[src/rtl/bt_msg_pkg.sv]
// ---------------------------------------------------------------------------
// bt_msg_pkg
//
// Shared definitions for the Bluetooth message scheduler:
//   - MSG_END terminator byte ('#'), sent as the last byte of a message
//   - FSM state enum used by the scheduler (IDLE, LOAD, SEND, DONE)
//   - fixed slot assignments for the on-bot message sources
//   - the message text of every slot and a lookup helper used by the ROM
// ---------------------------------------------------------------------------
package bt_msg_pkg;

  localparam logic [7:0] MSG_END = 8'h23;

  localparam int MSG_SLOTS = 4;
  localparam int MSG_BYTES = 16;
  localparam int MSG_IDX_W = $clog2(MSG_BYTES);

  localparam int SLOT_FAULT = 0;
  localparam int SLOT_NODE  = 1;
  localparam int SLOT_END   = 2;
  localparam int SLOT_SPARE = 3;

  typedef enum logic [1:0] {
    IDLE = 2'd0,
    LOAD = 2'd1,
    SEND = 2'd2,
    DONE = 2'd3
  } state_e;

  // The first character sits in the most significant byte, so element
  // [MSG_BYTES-1] is byte 0 of the message. Shorter texts are zero padded.
  typedef logic [MSG_BYTES-1:0][7:0] msg_text_t;

  localparam msg_text_t MSG_FAULT_TEXT = {"FIM-CSU1-#", 48'h0};
  localparam msg_text_t MSG_NODE_TEXT  = {"NODE-ARRIVED-#", 16'h0};
  localparam msg_text_t MSG_END_TEXT   = {"END-OF-RUN-#", 32'h0};
  // The spare slot deliberately has no terminator; it is cut off after
  // MSG_BYTES bytes by the length limit in the scheduler.
  localparam msg_text_t MSG_SPARE_TEXT = "SPARE-SLOT-NO-TM";

  // Byte idx of the message in the given slot; unknown slots and indices
  // beyond the table read as 0.
  function automatic logic [7:0] msg_byte(input int slot, input int idx);
    msg_text_t            text;
    logic [MSG_IDX_W-1:0] pos;
    case (slot)
      SLOT_FAULT: text = MSG_FAULT_TEXT;
      SLOT_NODE:  text = MSG_NODE_TEXT;
      SLOT_END:   text = MSG_END_TEXT;
      SLOT_SPARE: text = MSG_SPARE_TEXT;
      default:    text = '0;
    endcase
    if (idx < 0 || idx >= MSG_BYTES) begin
      return 8'h00;
    end
    pos = MSG_IDX_W'(MSG_BYTES - 1 - idx);
    return text[pos];
  endfunction

endpackage

[src/rtl/bt_msg_rom.sv]
// ---------------------------------------------------------------------------
// bt_msg_rom
//
// NUM_SLOTS x MSG_LEN x 8 message ROM with a registered (synchronous) read,
// contents taken from bt_msg_pkg. The output register only loads when
// rd_en is high, so the byte stays put while the consumer stalls.
//
// Ports:
//   clk      in   clock
//   rst      in   asynchronous active-high reset (clears the read register)
//   rd_en    in   load the output register from rd_addr this cycle
//   rd_addr  in   {slot, char_idx}
//   rd_data  out  registered ROM byte
// ---------------------------------------------------------------------------
module bt_msg_rom
  import bt_msg_pkg::*;
#(
  parameter int  NUM_SLOTS = MSG_SLOTS,
  parameter int  MSG_LEN   = MSG_BYTES,
  localparam int SLOT_W    = $clog2(NUM_SLOTS),
  localparam int IDX_W     = $clog2(MSG_LEN)
) (
  input  logic                    clk,
  input  logic                    rst,
  input  logic                    rd_en,
  input  logic [SLOT_W+IDX_W-1:0] rd_addr,
  output logic [7:0]              rd_data
);

  logic [7:0] rd_data_q;
  logic [7:0] rd_data_d;

  always_comb begin
    rd_data_d = rd_data_q;
    if (rd_en) begin
      rd_data_d = msg_byte(int'(rd_addr[SLOT_W+IDX_W-1:IDX_W]),
                           int'(rd_addr[IDX_W-1:0]));
    end
  end

  always_ff @(posedge clk or posedge rst) begin
    if (rst) begin
      rd_data_q <= '0;
    end else begin
      rd_data_q <= rd_data_d;
    end
  end

  assign rd_data = rd_data_q;

endmodule

[src/rtl/bt_msg_scheduler.sv]
// ---------------------------------------------------------------------------
// bt_msg_scheduler
//
// Shares the single Bluetooth UART transmitter between several message
// sources. One-cycle requests are latched into a pending register, a
// round-robin arbiter picks the next slot, and the slot's message is read
// byte by byte from bt_msg_rom and handed to the UART over valid/ready.
// A message ends on the '#' terminator (which is sent) or after
// MSG_LEN_MAX bytes.
//
// Optional feature, macro BT_MSG_TIMEOUT_EN: a stall counter aborts a
// message after TIMEOUT_CYC consecutive SEND cycles without tx_ready and
// pulses err. Without the macro SEND waits forever and err is tied low.
//
// Ports:
//   clk_50M   in   system clock
//   rst       in   asynchronous active-high reset
//   req       in   per-slot request pulses
//   tx_ready  in   UART TX accepts a byte this cycle
//   tx_data   out  byte to the UART, held while tx_valid && !tx_ready
//   tx_valid  out  tx_data is valid
//   busy      out  a message is in progress (FSM not in IDLE)
//   grant_id  out  slot currently being sent
//   done      out  one-cycle pulse for the slot whose last byte transferred
//   err       out  one-cycle pulse on a timeout abort
// ---------------------------------------------------------------------------
module bt_msg_scheduler
  import bt_msg_pkg::*;
#(
  parameter int  NUM_REQ     = MSG_SLOTS,
  parameter int  MSG_LEN_MAX = MSG_BYTES,
`ifdef BT_MSG_TIMEOUT_EN
  parameter int  TIMEOUT_CYC = 5_000_000,
`endif
  localparam int GNT_W       = $clog2(NUM_REQ),
  localparam int IDX_W       = $clog2(MSG_LEN_MAX)
) (
  input  logic               clk_50M,
  input  logic               rst,
  input  logic [NUM_REQ-1:0] req,
  input  logic               tx_ready,
  output logic [7:0]         tx_data,
  output logic               tx_valid,
  output logic               busy,
  output logic [GNT_W-1:0]   grant_id,
  output logic [NUM_REQ-1:0] done,
  output logic               err
);

  state_e             state_q, state_d;
  logic [NUM_REQ-1:0] pend_q, pend_d;
  logic [GNT_W-1:0]   grant_q, grant_d;
  logic [GNT_W-1:0]   last_grant_q, last_grant_d;
  logic [IDX_W-1:0]   char_idx_q, char_idx_d;

  logic [NUM_REQ-1:0] pend_clr;
  logic [NUM_REQ-1:0] done_pulse;
  logic               rom_rd_en;
  logic [7:0]         rom_data;
  logic               arb_found;
  logic [GNT_W-1:0]   arb_winner;
  logic [GNT_W-1:0]   arb_cand;
  logic               xfer;
  logic               last_byte;

`ifdef BT_MSG_TIMEOUT_EN
  localparam int STALL_W = $clog2(TIMEOUT_CYC);
  logic [STALL_W-1:0] stall_q, stall_d;
  logic               timeout_abort;
`endif

  bt_msg_rom #(
    .NUM_SLOTS (NUM_REQ),
    .MSG_LEN   (MSG_LEN_MAX)
  ) u_rom (
    .clk     (clk_50M),
    .rst     (rst),
    .rd_en   (rom_rd_en),
    .rd_addr ({grant_q, char_idx_q}),
    .rd_data (rom_data)
  );

  // Round-robin search: start just after the last granted slot and wrap,
  // so a slot that was just served has the lowest priority next time.
  always_comb begin
    arb_found  = 1'b0;
    arb_winner = '0;
    arb_cand   = '0;
    for (int i = 1; i <= NUM_REQ; i++) begin
      arb_cand = GNT_W'((int'(last_grant_q) + i) % NUM_REQ);
      if (!arb_found && pend_q[arb_cand]) begin
        arb_found  = 1'b1;
        arb_winner = arb_cand;
      end
    end
  end

  assign xfer      = (state_q == SEND) && tx_ready;
  assign last_byte = (rom_data == MSG_END) ||
                     (char_idx_q == IDX_W'(MSG_LEN_MAX - 1));

  // Next-state logic. The pending bit of a slot is cleared in the cycle it
  // is granted; a request arriving in that same cycle, or any later
  // request while the slot is being sent, sets it again so the message
  // repeats afterwards.
  always_comb begin
    state_d      = state_q;
    grant_d      = grant_q;
    last_grant_d = last_grant_q;
    char_idx_d   = char_idx_q;
    pend_clr     = '0;
    done_pulse   = '0;
    rom_rd_en    = 1'b0;
`ifdef BT_MSG_TIMEOUT_EN
    stall_d       = stall_q;
    timeout_abort = 1'b0;
`endif

    case (state_q)
      IDLE: begin
        if (arb_found) begin
          grant_d            = arb_winner;
          last_grant_d       = arb_winner;
          char_idx_d         = '0;
          pend_clr[arb_winner] = 1'b1;
          state_d            = LOAD;
        end
      end

      LOAD: begin
        rom_rd_en = 1'b1;
        state_d   = SEND;
      end

      SEND: begin
        if (xfer) begin
`ifdef BT_MSG_TIMEOUT_EN
          stall_d = '0;
`endif
          if (last_byte) begin
            state_d = DONE;
          end else begin
            char_idx_d = char_idx_q + IDX_W'(1);
            state_d    = LOAD;
          end
        end else begin
`ifdef BT_MSG_TIMEOUT_EN
          // The abort fires on the TIMEOUT_CYC-th consecutive stalled cycle.
          // Pending bits are left alone; the aborted slot is not re-queued.
          if (stall_q == STALL_W'(TIMEOUT_CYC - 1)) begin
            timeout_abort = 1'b1;
            stall_d       = '0;
            state_d       = IDLE;
          end else begin
            stall_d = stall_q + STALL_W'(1);
          end
`endif
        end
      end

      DONE: begin
        done_pulse[grant_q] = 1'b1;
        state_d             = IDLE;
      end

      default: begin
        state_d = IDLE;
      end
    endcase

    pend_d = (pend_q & ~pend_clr) | req;
  end

  // Everything clears asynchronously, so a reset abandons any partial
  // message and forgets all pending requests.
  always_ff @(posedge clk_50M or posedge rst) begin
    if (rst) begin
      state_q      <= IDLE;
      pend_q       <= '0;
      grant_q      <= '0;
      last_grant_q <= GNT_W'(NUM_REQ - 1);
      char_idx_q   <= '0;
    end else begin
      state_q      <= state_d;
      pend_q       <= pend_d;
      grant_q      <= grant_d;
      last_grant_q <= last_grant_d;
      char_idx_q   <= char_idx_d;
    end
  end

`ifdef BT_MSG_TIMEOUT_EN
  always_ff @(posedge clk_50M or posedge rst) begin
    if (rst) begin
      stall_q <= '0;
    end else begin
      stall_q <= stall_d;
    end
  end

  assign err = timeout_abort;
`else
  assign err = 1'b0;
`endif

  assign tx_valid = (state_q == SEND);
  assign tx_data  = rom_data;
  assign busy     = (state_q != IDLE);
  assign grant_id = grant_q;
  assign done     = done_pulse;

endmodule

[config.mk]
export PLATFORM = sky130hd
export DESIGN_NAME = bt_msg_scheduler
export DESIGN_NICKNAME = d
export VERILOG_FILES = /design/src/rtl/bt_msg_pkg.sv /design/src/rtl/bt_msg_rom.sv /design/src/rtl/bt_msg_scheduler.sv
export SDC_FILE = /design/constraint.sdc
export NUM_CORES = 1
export LEC_CHECK = 0
export ABC_AREA = 0
export ABC_CLOCK_PERIOD_IN_PS = 2700
export BUFFER_PORTS_ARGS = -buffer_cell sky130_fd_sc_hd__clkbuf_2
export CAP_MARGIN = 40
export CORE_MARGIN = 10
export CORE_UTILIZATION = 58
export CTS_BUF_LIST = sky130_fd_sc_hd__clkbuf_16
export DETAILED_ROUTE_END_ITERATION = 16
export PLACE_DENSITY = 0.89
export SETUP_SLACK_MARGIN = 0.3
export SYNTH_ARGS = -nofsm -noshare
export SYNTH_HDL_FRONTEND = slang
export SYNTH_SLANG_ARGS = --single-unit
export TNS_END_PERCENT = 20
[constraint.sdc]
create_clock -name clk_50M -period 2.7 [get_ports clk_50M]
set_input_delay 0.27 -clock clk_50M [delete_from_list [all_inputs] [get_ports clk_50M]]
set_output_delay 0.27 -clock clk_50M [all_outputs]
set_load 0.1 [all_outputs]
[After elaboration in Yosys (flattened, before gate mapping)]
Index checks and enable logic that the tools add are counted.
Word-level totals
  flip-flop bits (word level): 22
  bits of input ports: 7
  output and inout port bits: 17
  logic and storage cells: 88
Operators by class
  add/subtract/negate cells: 6
  order comparisons: 9
  eq/ne operators: 11
  multiplexer cells: 36
  bitwise gates (word level): 3
  reduce and logical (&&, ||, !) cells: 17
Operators with widths (number)
  128-bit case mux with 4 select lines: 1
  128-bit two-way mux: 1
  8-bit binary-select mux with 4-bit select: 1
  4-bit two-way mux: 6
  2-bit by 3-bit less-than comparator with 1-bit output (second input constant): 6
  2-bit two-way mux: 7
  1-bit two-way mux: 11
  1-bit binary-select mux with 2-bit select: 4
  2-bit == test (second input constant): 4
  8-bit by 6-bit == test with 1-bit output (second input constant): 1
  8-bit two-way mux: 1
  2-bit case mux with 4 select lines: 1
  4-bit case mux with 2 select lines: 1
  1-bit logical AND: 6
  4-bit by 5-bit less-than comparator with 1-bit output (second input constant): 1
  2-bit by 1-bit adder with 2-bit output (second input constant): 2
  2-bit adder (second input constant): 2
  4-bit by 1-bit adder with 4-bit output (second input constant): 1
  4-bit bitwise AND: 1
  1-bit demux with 2-bit select: 2
  2-bit by 1-bit == test with 1-bit output (second input constant): 2
  4-bit == test (second input constant): 1
  2-bit by 1-bit greater-or-equal comparator with 1-bit output (second input constant): 2
  2-bit logical NOT: 2
  other kinds (10): 15

[Logic depth before layout (Yosys ltp)]
  word-level depth: 22
  depth in mapped cells: 8
  depth with buffers taken out: 7

[By module]
A second synthesis with hierarchy kept.
Second synthesis, totals
  cell total of the unflattened synthesis: 230
  area, all modules: 1923.1 µm²
Modules (own cells, without submodules)
  bt_msg_rom: instances 1, cells each 144, area each 1094.8 µm², seq. area each 175.2 µm²
  bt_msg_scheduler: instances 1, cells each 86, area each 828.3 µm², seq. area each 352.8 µm²

[Least setup slack after synthesis]
OpenSTA, ideal clock, no wires.
  kind: flip-flop to flip-flop
  from: reg grant_q[0], in the netlist grant_id[0]
  to: reg u_rom.rd_data_q[5], in the netlist u_rom.rd_data[5]
  library setup time: 0.125 ns
  data arrival time: 2.606 ns
  path slack: -0.030 ns
  stages on the path, launching flop included: 9
  path buffers: 1
  period minus slack after synthesis: 2.730 ns
  cells stage by stage: dfrtp_1 inv_1 ha_1 buf_4 mux4_1 nor2b_1 nor2_1 o22ai_1 o21ai_1
Between the ends
  cells in the longest elaborated chain, start to end: 5
  elaborated cells on any way between the ends: 8
  classes of those cells: 3 x eq/ne; 4 x mux; 1 x reduce/logical
Ends and longest elaborated chain
  from (decl): line bt_msg_scheduler.sv:52  | logic [GNT_W-1:0] grant_q, grant_d;
  from (signal assigned): line bt_msg_scheduler.sv:186  | grant_q <= grant_d;
  2-bit == test (tied with other cells): line bt_msg_pkg.sv:46  | case (slot)
  128-bit case mux with 4 select lines (*): line bt_msg_pkg.sv:46
  128-bit two-way mux (*): line bt_msg_rom.sv:35  | if (rd_en) begin
  8-bit binary-select mux with 4-bit select (*): line bt_msg_pkg.sv:57  | return text[pos];
  8-bit two-way mux (not written as such) (*): line bt_msg_pkg.sv:57
  to (signal assigned): line bt_msg_rom.sv:45  | rd_data_q <= rd_data_d;
  to (decl): line bt_msg_rom.sv:30  | logic [7:0] rd_data_q;
Every way passes the cells marked *; elsewhere a longest branch is shown, timed or not. The select of a mux whose other input is x is not followed.
A chain may end at the register's enable or synchronous reset.

[Worst setup path after layout]
  from: reg grant_q[0], in the netlist grant_id[0]
  to: out done[2]
Between the ends
  cells in the longest elaborated chain, start to end: 5
  elaborated cells on any way between the ends: 6
  classes of those cells: 2 x order compare; 3 x mux; 1 x reduce/logical
Ends and longest elaborated chain
  2-bit by 3-bit less-than comparator with 1-bit output (not written as such) / 2-bit by 1-bit greater-or-equal comparator with 1-bit output (equally long branches): line bt_msg_scheduler.sv:162  | done_pulse[grant_q] = 1'b1;
  1-bit logical AND (not written as such): line bt_msg_scheduler.sv:162
  1-bit two-way mux (not written as such): line bt_msg_scheduler.sv:162
  1-bit demux with 2-bit select (*): line bt_msg_scheduler.sv:162
  4-bit two-way mux (*): line bt_msg_scheduler.sv:119  | case (state_q)
  to (decl): line bt_msg_scheduler.sv:46  | output logic [NUM_REQ-1:0] done,
Every way passes the cells marked *; elsewhere a longest branch is shown, timed or not.

==> impl_metrics.py <==
metrics = {
    "routing": {
        "drc": 0,
        "drtIter0Drc": 219,
        "viasPerCell": 6.212,
        "avgRoutedWirePerCell_um": 17.30,
        "drt.antenna.violating_nets": 0,
        "routed_wl_um": 4810,
        "vias": 1727,
        "first_pass_iters": 5,
    },
    "cells_and_area": {
        "syn2layout_area_growth_pct": 6.390,
        "drive_gt1_frac": 0.1966,
        "nets": 251,
        "antennaDiodeCount": 0,
    },
    "placed_design": {
        "hpwl_um": 3531,
        "io_buffer_count": 21,
        "gp_congestion": 1.032,
    },
    "logic_synthesis": {
        "synthCells": 225,
        "yosys_warnings": 0,
        "synth_cell_types": 60,
        "ys_ff_latch": 21,
        "syn_area_per_cell_um2": 8.441,
        "dominantRegCellSynth": "dfrtp_1",
        "synth_top_area_cell": "dfrtp_1",
        "ys_async_sr_fraction": 1.000,
        "syn_area_um2": 1899,
        "ys_top_cells_by_area": "dfrtp_1 25%, ha_1 5.9%, a21oi_1 4.7%",
        "seq_area_frac_synth": 0.2780,
        "synth_edf_count": 0,
        "synth_top_area_frac": 0.2503,
    },
    "global_route": {
        "grt_pass1_vias": 1715,
        "grt-ovfl-total": 0,
        "grt_max_degree": 27,
        "antenna_found_initial": 0,
        "grt_util_all_layers": 0.1638,
        "grt_pass1_wl_um": 8231,
    },
    "sta": {
        "clock.fmax_mhz": 435.4,
        "worst_pin_slew_ns": 0.7995,
        "min_period_ns": 2.297,
        "period_share": 0.8506,
        "setup-tns-final_ns": 0,
        "rsz0062_at_grt": "no",
        "finalClockSkew_ns": 0.003023,
        "drv_slew": 0,
        "finalSetupViolations": 0,
        "slew_headroom": 0.4664,
        "hold_viol": 0,
    },
    "clock_tree": {
        "path_clk_slew_ns": 0.06,
        "cts_tree": "built",
        "cts_sinks": 21,
        "ctsResizeCount": 0,
        "cts_inserted_buffers": 3,
        "cts_buffer_depth": 2,
        "worst_skew_pair.late_latency_ns": 0.26,
        "htreeDepth": 1,
        "clockRootBuffer": "clkbuf_16",
        "hold_buffers": 0,
        "postCtsSetupBuffers": 0,
    },
    "floorplanning": {
        "rows": 20,
        "io_pins": 24,
        "die-area_um2": 5964,
        "die_y_um": 77.23,
        "coreArea_um2": 3103,
        "die_width_um": 77.23,
        "initial_utilization": 0.6121,
    },
    "run_status": {
        "status": "finished clean",
    },
    "setup_path": {
        "critical_path_class": "reg -> out",
        "crit_path_end_kind": "output port",
        "start_kind": "flip-flop",
        "cp.arrival_ns": 2.03,
        "cp_max_fo": 13,
        "cp.required_ns": 2.43,
    },
    "hold_path": {
        "worstHoldPathType": "in -> async",
    },
    "run": {
        "cap_violations": 0,
    },
}
[final timing paths]
kind / cells past startpoint / start / slack, ns / end
max: 4 / grant_id[0]$_DFFE_PP0P_ / 0.40 / done[2]
min: 2 / rst / 0.14 / char_idx_q[2]$_DFFE_PP0P_
max reg2reg: 7 / grant_id[0]$_DFFE_PP0P_ / 0.48 / u_rom.rd_data[2]$_DFFE_PP0N_
min reg2reg: 2 / u_rom.rd_data[4]$_DFFE_PP0N_ / 0.52 / u_rom.rd_data[4]$_DFFE_PP0N_
max in group asynchronous: 2 / rst / 2.01 / grant_id[1]$_DFFE_PP0P_
min in group clk_50M: 2 / req[3] / 0.19 / pend_q[3]$_DFF_PP0_
[metal layers]
metal | vias up | global-route usage | routed length (um)
li1 | 823 | - | -
met1 | 796 | 0.1977 | 1960
met2 | 98 | 0.2751 | 2374
met3 | 10 | 0.04079 | 402
met4 | 0 | 0.05474 | 72
met5 | - | 0 | 0
[registers in the layout (all words and copies together) (netlist names)]
name,cells
grant_id,2
char_idx_q,4
pend_q,4
last_grant_q,2
state_q,2
u_rom.rd_data,7
[metrics by stage]
stage	worst slack, ns	hold slack [ns]	area (um^2)	utilization	cells
after global routing	0.3138	0.1934	2021	0.6512	278
final	0.4034	0.1394	2021	0.6512	278
after detailed placement	0.5080	0.4436	1942	0.6258	274
after CTS	0.3899	0.1781	2021	0.6512	278
after global placement	0.6525	0.4329	1942	0.6258	274
after floorplan	0.3763	0.2449	1906	-	226
[layout by cell type, fill, tap and decap left out, types with 2 or more instances in the layout]
master / Yosys / layout
nand2_1: 21 / 21
clkbuf_2: 2 / 21
a21oi_1: 18 / 18
nor2_1: 17 / 17
dfrtp_1: 19 / 17
ha_1: 9 / 9
nand3_1: 8 / 8
mux2i_1: 7 / 7
inv_1: 6 / 7
o21ai_0: 7 / 7
nor2b_1: 6 / 6
o21ai_1: 6 / 6
and3_1: 6 / 6
a21o_1: 6 / 6
nand2b_1: 5 / 5
o211ai_1: 5 / 5
and2b_1: 4 / 4
o31ai_1: 4 / 4
and2_1: 4 / 4
o221ai_1: 3 / 3
or2_1: 3 / 3
or2_2: 3 / 3
clkbuf_16: 0 / 3
nor4_1: 2 / 2
a31oi_1: 2 / 2
a22oi_1: 2 / 2
a211oi_1: 2 / 2
o32ai_1: 2 / 2
conb_1: 1 / 2
dfrtp_2: 0 / 2
dfstp_2: 2 / 2
buf_4: 5 / 2
[critical path, stage by stage (launching register included)]
cell and delay (ns):
dfrtp_2 0.49, inv_1 0.19, ha_1 0.41, and3_1 0.22
clkbuf_2 0.46
[layout make-up]
cell class | count | area, um^2
clock buffers | 3 | 75.07
clock inverters | 1 | 3.754
fillers | 274 | 1082
inverters | 8 | 32.53
multi-input cells | 178 | 1204
flip-flops and latches | 21 | 530.5
well taps | 44 | 55.05
repair buffers | 23 | 120.1
[Yosys cell counts, types with 3 or more instances]
cell type and instances:
nand2b_1 5, and2_1 4, mux2i_1 7, dfrtp_1 19, ha_1 9, o21ai_1 6, or2_2 3, nor2_1 17
nor2b_1 6, a21oi_1 18, or2_1 3, buf_6 4, and3_1 6, and2b_1 4, buf_4 5, o211ai_1 5
o221ai_1 3, o21ai_0 7, nand2_1 21, nand3_1 8, o31ai_1 4, inv_1 6, a21o_1 6, buf_2 5
[kinds of logic after synthesis]
family	after synthesis	share of synthesized area
flops	21	0.2780
compound gates	67	0.2431
other cells	1	0.001974
simple gates	90	0.2602
fa+ha+maj	9	0.05929
buf+inv	27	0.09025
mux	9	0.06259
xor+xnor	1	0.004612
Power is left out: the tool's default activity adds up to more than one toggle a clock period on the data nets, which glitch-free logic cannot reach.
